$ cat config.mk
export PLATFORM = sky130hd
export DESIGN_NAME = vga_timing_gen
export DESIGN_NICKNAME = d
export VERILOG_FILES = /design/src/rtl/vga_timing_pkg.sv /design/src/rtl/vga_axis_counter.sv /design/src/rtl/vga_timing_gen.sv
export SDC_FILE = /design/constraint.sdc
export NUM_CORES = 1
export LEC_CHECK = 0
export CORE_ASPECT_RATIO = 0.7
export CORE_UTILIZATION = 45
export DETAILED_ROUTE_END_ITERATION = 12
export HOLD_SLACK_MARGIN = 0.15
export PLACE_DENSITY = 0.76
export SLEW_MARGIN = 25
export SYNTH_ARGS = -nofsm -noshare
export SYNTH_HDL_FRONTEND = slang
export SYNTH_HIERARCHICAL = 1
export SYNTH_SLANG_ARGS = --single-unit
$ cat constraint.sdc
create_clock -name clk -period 2.65 [get_ports clk]
set_input_delay 0.53 -clock clk [delete_from_list [all_inputs] [get_ports clk]]
set_output_delay 0.53 -clock clk [all_outputs]
set_load 0.05 [all_outputs]
$ cat src/rtl/vga_timing_pkg.sv
// Shared constants for the VGA raster timing generator.
// The 640x480@60 timing constants, the default sync polarity and the colour-bar table.
package vga_timing_pkg;

    // Coordinate width used for both axes
    localparam int COORD_W = 11;

    // Horizontal timing, in pixels
    localparam int VGA_H_ACTIVE = 640;
    localparam int VGA_H_FP     = 16;
    localparam int VGA_H_SYNC   = 96;
    localparam int VGA_H_BP     = 48;
    localparam int VGA_H_TOTAL  = VGA_H_ACTIVE + VGA_H_FP + VGA_H_SYNC + VGA_H_BP;

    // Vertical timing, in lines
    localparam int VGA_V_ACTIVE = 480;
    localparam int VGA_V_FP     = 10;
    localparam int VGA_V_SYNC   = 2;
    localparam int VGA_V_BP     = 33;
    localparam int VGA_V_TOTAL  = VGA_V_ACTIVE + VGA_V_FP + VGA_V_SYNC + VGA_V_BP;

    // Sync asserted level: 0 means active-low
    localparam logic VGA_SYNC_POL = 1'b0;

    // The eight test bars, left to right
    typedef enum logic [2:0] {
        BAR_WHITE   = 3'd0,
        BAR_YELLOW  = 3'd1,
        BAR_CYAN    = 3'd2,
        BAR_GREEN   = 3'd3,
        BAR_MAGENTA = 3'd4,
        BAR_RED     = 3'd5,
        BAR_BLUE    = 3'd6,
        BAR_BLACK   = 3'd7
    } bar_e;

    // Per-channel on/off mask of a bar, ordered {red, green, blue}
    function automatic logic [2:0] bar_rgb(input bar_e bar);
        logic [2:0] rgb;
        case (bar)
            BAR_WHITE:   rgb = 3'b111;
            BAR_YELLOW:  rgb = 3'b110;
            BAR_CYAN:    rgb = 3'b011;
            BAR_GREEN:   rgb = 3'b010;
            BAR_MAGENTA: rgb = 3'b101;
            BAR_RED:     rgb = 3'b100;
            BAR_BLUE:    rgb = 3'b001;
            default:     rgb = 3'b000;
        endcase
        return rgb;
    endfunction

endpackage

$ cat src/rtl/vga_axis_counter.sv
// One raster axis: a wrapping position counter with registered sync decode.
// Active and sync are decoded from the value the counter is about to take, so the
// registered sync (and the parent's registered video_on) line up with the count.
module vga_axis_counter
    import vga_timing_pkg::*;
#(
    parameter int   ACTIVE   = VGA_H_ACTIVE,
    parameter int   FP       = VGA_H_FP,
    parameter int   SYNC     = VGA_H_SYNC,
    parameter int   BP       = VGA_H_BP,
    parameter logic SYNC_POL = VGA_SYNC_POL
) (
    input  logic               clk,
    input  logic               rst_n,
    input  logic               advance,
    output logic [COORD_W-1:0] count,
    output logic               wrap,
    output logic               active_next,
    output logic               sync
);

    localparam int TOTAL = ACTIVE + FP + SYNC + BP;
    localparam logic [COORD_W-1:0] LAST       = COORD_W'(TOTAL - 1);
    localparam logic [COORD_W-1:0] ACT_END    = COORD_W'(ACTIVE);
    localparam logic [COORD_W-1:0] SYNC_START = COORD_W'(ACTIVE + FP);
    localparam logic [COORD_W-1:0] SYNC_END   = COORD_W'(ACTIVE + FP + SYNC);

    logic [COORD_W-1:0] count_reg;
    logic [COORD_W-1:0] count_next;
    logic               sync_reg;
    logic               sync_next;

    // Next position and the decode of that next position
    always_comb begin
        wrap       = advance && (count_reg == LAST);
        count_next = count_reg;
        if (advance) begin
            count_next = wrap ? '0 : count_reg + 1'b1;
        end
        active_next = (count_next < ACT_END);
        sync_next   = ((count_next >= SYNC_START) && (count_next < SYNC_END)) ? SYNC_POL : ~SYNC_POL;
    end

    // Position and sync registers; reset parks on the last position so the first advance gives 0
    always_ff @(posedge clk or negedge rst_n) begin
        if (!rst_n) begin
            count_reg <= LAST;
            sync_reg  <= ~SYNC_POL;
        end else begin
            count_reg <= count_next;
            sync_reg  <= sync_next;
        end
    end

    assign count = count_reg;
    assign sync  = sync_reg;

endmodule

$ cat src/rtl/vga_timing_gen.sv
// VGA raster timing generator: pixel-rate divider, x/y counters, registered sync,
// video_on and line/frame markers, plus sync copies delayed by SYNC_DLY clocks.
// Optional feature: define VGA_PATTERN_EN to add the rgb_pattern colour-bar output.
module vga_timing_gen
    import vga_timing_pkg::*;
#(
    parameter int   CLK_DIV    = 4,
    parameter int   H_ACTIVE   = VGA_H_ACTIVE,
    parameter int   H_FP       = VGA_H_FP,
    parameter int   H_SYNC     = VGA_H_SYNC,
    parameter int   H_BP       = VGA_H_BP,
    parameter int   V_ACTIVE   = VGA_V_ACTIVE,
    parameter int   V_FP       = VGA_V_FP,
    parameter int   V_SYNC     = VGA_V_SYNC,
    parameter int   V_BP       = VGA_V_BP,
    parameter logic SYNC_POL   = VGA_SYNC_POL,
    parameter int   SYNC_DLY   = 1,
    parameter int   DATA_WIDTH = 12
) (
    input  logic               clk,
    input  logic               rst_n,
    input  logic               en,
    output logic               pix_tick,
    output logic [COORD_W-1:0] pixel_x,
    output logic [COORD_W-1:0] pixel_y,
    output logic               video_on,
    output logic               hsync,
    output logic               vsync,
    output logic               hsync_dly,
    output logic               vsync_dly,
    output logic               line_start,
    output logic               frame_start
`ifdef VGA_PATTERN_EN
    ,
    output logic [DATA_WIDTH-1:0] rgb_pattern
`endif
);

    localparam int DIV_W = (CLK_DIV > 1) ? $clog2(CLK_DIV) : 1;
    localparam logic [DIV_W-1:0] DIV_LAST = DIV_W'(CLK_DIV - 1);

    // Pattern channels are split evenly three ways
    if (DATA_WIDTH % 3 != 0) begin : g_bad_width
        $error("DATA_WIDTH must be a multiple of 3");
    end

    logic [DIV_W-1:0] div_reg;
    logic             advance;
    logic             h_wrap, v_wrap;
    logic             h_act_next, v_act_next;
    logic             h_sync, v_sync;
    logic             pix_tick_reg, line_start_reg, frame_start_reg, video_on_reg;

    assign advance = en && (div_reg == DIV_LAST);

    // Pixel-rate divider; holds its count while en is low
    always_ff @(posedge clk or negedge rst_n) begin
        if (!rst_n) begin
            div_reg <= '0;
        end else if (en) begin
            div_reg <= (div_reg == DIV_LAST) ? '0 : div_reg + 1'b1;
        end
    end

    vga_axis_counter #(
        .ACTIVE   (H_ACTIVE),
        .FP       (H_FP),
        .SYNC     (H_SYNC),
        .BP       (H_BP),
        .SYNC_POL (SYNC_POL)
    ) u_h_axis (
        .clk         (clk),
        .rst_n       (rst_n),
        .advance     (advance),
        .count       (pixel_x),
        .wrap        (h_wrap),
        .active_next (h_act_next),
        .sync        (h_sync)
    );

    vga_axis_counter #(
        .ACTIVE   (V_ACTIVE),
        .FP       (V_FP),
        .SYNC     (V_SYNC),
        .BP       (V_BP),
        .SYNC_POL (SYNC_POL)
    ) u_v_axis (
        .clk         (clk),
        .rst_n       (rst_n),
        .advance     (h_wrap),
        .count       (pixel_y),
        .wrap        (v_wrap),
        .active_next (v_act_next),
        .sync        (v_sync)
    );

    // Tick/marker pulses and video_on, registered so they land with the new coordinates
    always_ff @(posedge clk or negedge rst_n) begin
        if (!rst_n) begin
            pix_tick_reg    <= 1'b0;
            line_start_reg  <= 1'b0;
            frame_start_reg <= 1'b0;
            video_on_reg    <= 1'b0;
        end else begin
            pix_tick_reg    <= advance;
            line_start_reg  <= h_wrap;
            frame_start_reg <= v_wrap;
            video_on_reg    <= h_act_next && v_act_next;
        end
    end

    assign pix_tick    = pix_tick_reg;
    assign line_start  = line_start_reg;
    assign frame_start = frame_start_reg;
    assign video_on    = video_on_reg;
    assign hsync       = h_sync;
    assign vsync       = v_sync;

    // Delayed sync copies for the downstream RGB register; runs every clk regardless of en
    if (SYNC_DLY == 0) begin : g_no_dly
        assign hsync_dly = h_sync;
        assign vsync_dly = v_sync;
    end else begin : g_dly
        logic [SYNC_DLY-1:0] hs_pipe_reg;
        logic [SYNC_DLY-1:0] vs_pipe_reg;

        // Shift register, stage 0 takes the live sync
        always_ff @(posedge clk or negedge rst_n) begin
            if (!rst_n) begin
                hs_pipe_reg <= {SYNC_DLY{~SYNC_POL}};
                vs_pipe_reg <= {SYNC_DLY{~SYNC_POL}};
            end else begin
                hs_pipe_reg[0] <= h_sync;
                vs_pipe_reg[0] <= v_sync;
                for (int i = 1; i < SYNC_DLY; i++) begin
                    hs_pipe_reg[i] <= hs_pipe_reg[i-1];
                    vs_pipe_reg[i] <= vs_pipe_reg[i-1];
                end
            end
        end

        assign hsync_dly = hs_pipe_reg[SYNC_DLY-1];
        assign vsync_dly = vs_pipe_reg[SYNC_DLY-1];
    end

`ifdef VGA_PATTERN_EN
    localparam int CH_W  = DATA_WIDTH / 3;
    localparam int BAR_W = (H_ACTIVE / 8 > 0) ? H_ACTIVE / 8 : 1;

    logic [COORD_W-1:0]    x_next;
    logic [COORD_W-1:0]    bar_num;
    logic [2:0]            bar_bits;
    logic [DATA_WIDTH-1:0] bar_colour;
    logic [DATA_WIDTH-1:0] rgb_reg;

    // Bar selection from the x position about to be shown
    always_comb begin
        x_next   = h_wrap ? '0 : pixel_x + 1'b1;
        bar_num  = x_next / COORD_W'(BAR_W);
        bar_bits = (bar_num > COORD_W'(7)) ? bar_rgb(BAR_BLACK) : bar_rgb(bar_e'(bar_num[2:0]));
    end

    // Each channel is a full-width replica of its on/off bit; gi=2 is red (MSBs)
    for (genvar gi = 0; gi < 3; gi++) begin : g_chan
        assign bar_colour[gi*CH_W +: CH_W] = {CH_W{bar_bits[gi]}};
    end

    // Pattern register, blanked outside the active area, updated with the coordinates
    always_ff @(posedge clk or negedge rst_n) begin
        if (!rst_n) begin
            rgb_reg <= '0;
        end else if (advance) begin
            rgb_reg <= (h_act_next && v_act_next) ? bar_colour : '0;
        end
    end

    assign rgb_pattern = rgb_reg;
`endif

endmodule

### Word-level counts from Yosys, hierarchy flattened

Index checks and enable logic that the tools add are counted.

| storage, ports and cells | value |
|---|---|
| input port bits | 3 |
| output and inout bits | 30 |
| register bits | 32 |
| word-level logic and storage cells | 36 |

| operators by class | value |
|---|---|
| reductions and logical operators | 6 |
| equal/unequal tests | 3 |
| muxes and demuxes | 7 |
| add/subtract/negate cells | 3 |
| $lt $le $gt $ge | 6 |

Operator list:

| cell | count |
|---|---|
| $mux 11 | 4 |
| $add 11x1->11 const B | 2 |
| $eq 11x10->1 const B | 2 |
| $lt 11x10->1 const B | 2 |
| $lt 11x9->1 const B | 2 |
| $ge 11x10->1 const B | 1 |
| $ge 11x9->1 const B | 1 |
| $logic_and 1x1->1 | 6 |
| $add 2x1->2 const B | 1 |
| $eq 2x2->1 const B | 1 |
| $mux 1 | 2 |
| $mux 2 | 1 |

### Longest topological paths before layout

| depth | value |
|---|---|
| depth after elaboration | 9 |
| gate-level depth with buffers | 12 |
| gate-level depth less buffers | 9 |

### Hierarchy

Netlist, hierarchy kept.

Modules (own cells, without submodules):

| module | instances | sequential area each (um^2) | cells an instance | area each (um^2) |
|---|---|---|---|---|
| vga_axis_counter at u_v_axis | 1 | 305.3 | 83 | 809.5 |
| vga_axis_counter at u_h_axis | 1 | 310.3 | 75 | 750.7 |
| vga_timing_gen | 1 | 202.7 | 14 | 260.2 |

### Worst setup path after synthesis

Ideal clock, no wire load.

| path | value |
|---|---|
| path type | reg-to-reg |
| start | register u_h_axis.count_reg[5], in the netlist u_h_axis/count[5] |
| end | register video_on_reg, in the netlist video_on |
| arrival time | 2,483 ps |
| stages on the path, launching flop included | 11 |
| buffers on the path | 3 |
| period minus slack after synthesis | 2,602 ps |
| slack | 48 ps |
| data required time | 2,531 ps |
| library setup time | 119 ps |
| cell sequence | dfrtp_1 -> buf_4 -> nor4b_4 -> and4_1 -> buf_2 -> buf_2 -> nand4_1 -> o31ai_1 -> o311ai_2 -> nor2b_1 -> and2_1 |

| on the way | value |
|---|---|
| word-level cells in the longest chain between the ends | 7 |
| elaborated cells on any way between the ends | 11 |
| those cells by class | add/sub (1); order compare (2); eq/ne (1); mux (4); reduce/logical (3) |

RTL lines:

| element | line | text |
|---|---|---|
| from (decl) | vga_axis_counter.sv:28 | `logic [COORD_W-1:0] count_reg;` |
| from (signal assigned) | vga_axis_counter.sv:50 | `count_reg <= count_next;` |
| $eq 11x10->1 * | vga_axis_counter.sv:35 | `wrap = advance && (count_reg == LAST);` |
| $logic_and 1x1->1 * | vga_axis_counter.sv:35 |  |
| net h_wrap | vga_timing_gen.sv:49 | `logic h_wrap, v_wrap;` |
| $logic_and 1x1->1 | vga_axis_counter.sv:35 |  |
| $mux 11 | vga_axis_counter.sv:38 | `count_next = wrap ? '0 : count_reg + 1'b1;` |
| $mux 11 * | vga_axis_counter.sv:37 | `if (advance) begin` |
| $lt 11x9->1 * | vga_axis_counter.sv:40 | `active_next = (count_next < ACT_END);` |
| net v_act_next | vga_timing_gen.sv:50 | `logic h_act_next, v_act_next;` |
| $logic_and 1x1->1 * | vga_timing_gen.sv:108 | `video_on_reg <= h_act_next && v_act_next;` |
| to (signal assigned) | vga_timing_gen.sv:108 |  |
| to (decl) | vga_timing_gen.sv:52 | `logic pix_tick_reg, line_start_reg, frame_start_reg, video_on_reg;` |

Mark *: on every way through the listed nets, which the timed path passes. The rest lies on a longest branch.
A chain may end at the register's enable or synchronous reset.

### Worst setup path in the final report

| path | value |
|---|---|
| start | input port en |
| end | register video_on_reg, in the netlist video_on |

| on the way | value |
|---|---|
| word-level cells in the longest chain between the ends | 7 |
| elaborated cells on any way between the ends | 10 |
| those cells by class | order compare (2); mux (4); reduce/logical (4) |

RTL lines:

| element | line | text |
|---|---|---|
| from (decl) | vga_timing_gen.sv:22 | `input logic en,` |
| $logic_and 1x1->1 * | vga_timing_gen.sv:54 | `assign advance = en && (div_reg == DIV_LAST);` |
| net advance | vga_timing_gen.sv:48 | `logic advance;` |
| $logic_and 1x1->1 * | vga_axis_counter.sv:35 |  |
| net h_wrap | vga_timing_gen.sv:49 |  |
| $logic_and 1x1->1 | vga_axis_counter.sv:35 |  |
| $mux 11 | vga_axis_counter.sv:38 |  |
| $mux 11 * | vga_axis_counter.sv:37 |  |
| $lt 11x9->1 * | vga_axis_counter.sv:40 |  |
| net v_act_next | vga_timing_gen.sv:50 |  |
| $logic_and 1x1->1 * | vga_timing_gen.sv:108 |  |

Marked as above.

==> qor.txt <==
worst skew pair latency = 0.29 ns
1st-pass router iterations = 4
register share of total power = 47.0%
ranking of synthesized cells by area = dfrtp_1, dfstp_2, xnor2_1
global-route wire length before repair = 6900 µm
CP max FO = 4
number of global-route vias before repair = 1440
row count = 18
PnR Total Power = 1330 µW
CTS Buf Count = 5
area leader, netlist = dfrtp_1
cell internal pwr = 877 µW
maximum achievable frequency = 386 MHz
Post-DRT Antenna Nets = 0
IO Port Bufs = 32
WS Path Type = in -> reg
non-filler cells, final = 266
setup repair bufs after CTS = 0
synthesized area per cell = 10.6 µm²
Final Hold Fails = 0
Netlist cell types = 50
# diodes = 0
drt first-iter violations = 93
total gr overflow = 0
max-cap viol count = 0
clk sinks = 32
Tmin final = 2.59 ns
P_leak = 0.00101 µW
mapped cell area = 1820 µm²
Yosys warnings = 6
via count = 1466
H-tree depth = 2
clock root buffer = clkbuf_8
die area = 4310 µm²
Placed Instances = 258
status = finished clean
RSZ-0062 raised after global routing = false
Pwr Density = 572 nW/µm²
Synth Flop Type = dfrtp_1
clk buf depth = 2
NetSw = 449 µW
total track usage = 20.8%
Post-synth EDFFs = 0
maximum vdd drop = 0.396 mV
Sw Share = 33.9%
Max Transition Viols Final = 0
routed len/inst = 15.2 µm
Clock transition at path regs = 0.06 ns
Yosys reg bits = 32
post-layout net count = 222
die span in x = 78.0 µm
Final Instance Area = 2320 µm²
Residual DRC = 0
required time worst endpoint = 2.82 ns
Synth top cells by count = dfrtp_1, nor2_1, dfstp_2
Worst-Margin Slew = 0.521 ns
die height = 55.2 µm
Routed WL = 4040 µm
Combinational Power Share = 26.5%
io pins = 33
Fin Clk Skew = 0.00983 ns
initial antenna violation count = 0
DP HPWL = 2970 µm
arrival time at the worst endpoint = 2.76 ns
layout cell share with drive strength beyond 1 = 23.1%
startpoint types = primary input
Seq/Total Area, Yosys = 44.9%
initial core utilization = 49.3%
Core Area = 3690 µm²
CTS tree = yes
Slew HR = 65.1%
top-count cell post-synth = dfrtp_1
Hold Crit Class = reg -> reg
Final setup violation count = 0
Layout Utilization = 62.8%
largest net degree at the start of global routing = 33
Cell Area, Placed = 2240 µm²
Tcrit/Tclk final = 97.7%
setup TNS = 0 ns
syn_nets = 179
crit end category = flop
GPL Wtd Cong = 0.840
Mapped Cells = 172
vias per cell = 5.51
Area Growth Syn to Fin = 27.4%
Synth top area share = 24.7%
ys async rst share = 100%
clock power share = 26.5%
path summary, 6_finish.rpt:
path | cells past startpoint | slack (ns) | to | start
min in group asynchronous | 2 | 0.64 | frame_start$_DFF_PN0_ | rst_n
worst max register to register | 8 | 0.24 | video_on$_DFF_PN0_ | u_h_axis/count[6]$_DFF_PN0_
worst max-delay path | 10 | 0.06 | video_on$_DFF_PN0_ | en
worst min register to register | 0 | 0.36 | hsync_dly$_DFF_PN1_ | u_h_axis/sync$_DFF_PN1_
worst min-delay path | 0 | 0.36 | hsync_dly$_DFF_PN1_ | u_h_axis/sync$_DFF_PN1_
max in group asynchronous | 2 | 1.68 | u_h_axis/sync$_DFF_PN1_ | rst_n
per-stage QoR:
| stage | setup slack [ns] | hold slack (ns) |
|---|---|---|
| finish | 0.0597 | 0.363 |
| global route | 0.0165 | 0.367 |
| CTS | 0.132 | 0.365 |
| detailed placement | -0.158 | 0.356 |
| global placement | -0.0537 | 0.356 |
| floorplan | 0.0479 | 0.234 |
power by group through the flow:
| stage | registers, µW | logic [µW] | clock network, µW |
|---|---|---|---|
| CTS | 624 | 356 | 371 |
| floorplan | 749 | 116 | 0 |
| global route | 632 | 373 | 393 |
| finish | 623 | 351 | 351 |
| global placement | 629 | 343 | 0 |
| detailed placement | 632 | 355 | 0 |
cells in the final DEF, fill, tap and decap left out, types with 3 or more instances in the layout:
cell type and instances:
nor2_1 15, o21ai_0 4, buf_4 16, nand3_1 6, clkbuf_8 5, nand4_1 11
mux2i_1 5, ha_1 4, xor2_1 9, nor3_1 3, dfstp_2 14, dfrtp_1 18
nand2b_1 3, nand2_1 13, xnor2_1 9, a21oi_1 4, and2_1 3, clkdlybuf4s50_1 32
inv_1 7
critical path: stages:
cell and delay, ns:
clkdlybuf4s50_1 0.47, and2_2 0.15, and4_2 0.23, and4_1 0.23
buf_4 0.15, nand4_1 0.11, o31ai_1 0.39, o311ai_2 0.19
nor2b_1 0.16, and2_1 0.14
final cells by class:
type | count | area, µm²
Fill cell | 311 | 1380
Multi-Input combinational cell | 121 | 890
Sequential cell | 32 | 818
Timing Repair Buffer | 48 | 440
Clock buffer | 7 | 76.3
Tap cell | 50 | 62.6
Inverter | 7 | 26.3
Clock inverter | 1 | 5.00
what timing repair did:
item | 4_1_cts | 5_1_grt
gates resized for setup | 0 | 1
hold endpoints to repair | 0 | 0
hold buffers | 0 | 0
setup endpoints to repair | 0 | 1
cells by family (layout without fill, tap and decap cells):
family          after synthesis  in the layout  synth area share [%]
compound gates               21             21                  8.73
mux                           6              6                  3.57
buf+inv                      19             63                  6.25
xor+xnor                     18             18                  8.66
fa+ha+maj                     4              4                  2.75
simple gates                 72             72                  25.1
flops                        32             32                  44.9
routing by layer:
metal	GRT usage, %	share of wire, %	vias up
met5	0	0	-
li1	-	-	691
met1	28.5	47	718
met3	4.96	4.5	12
met4	9.79	2.1	0
met2	31.1	47	45
Note: power is estimated with default switching activity, not from simulation.
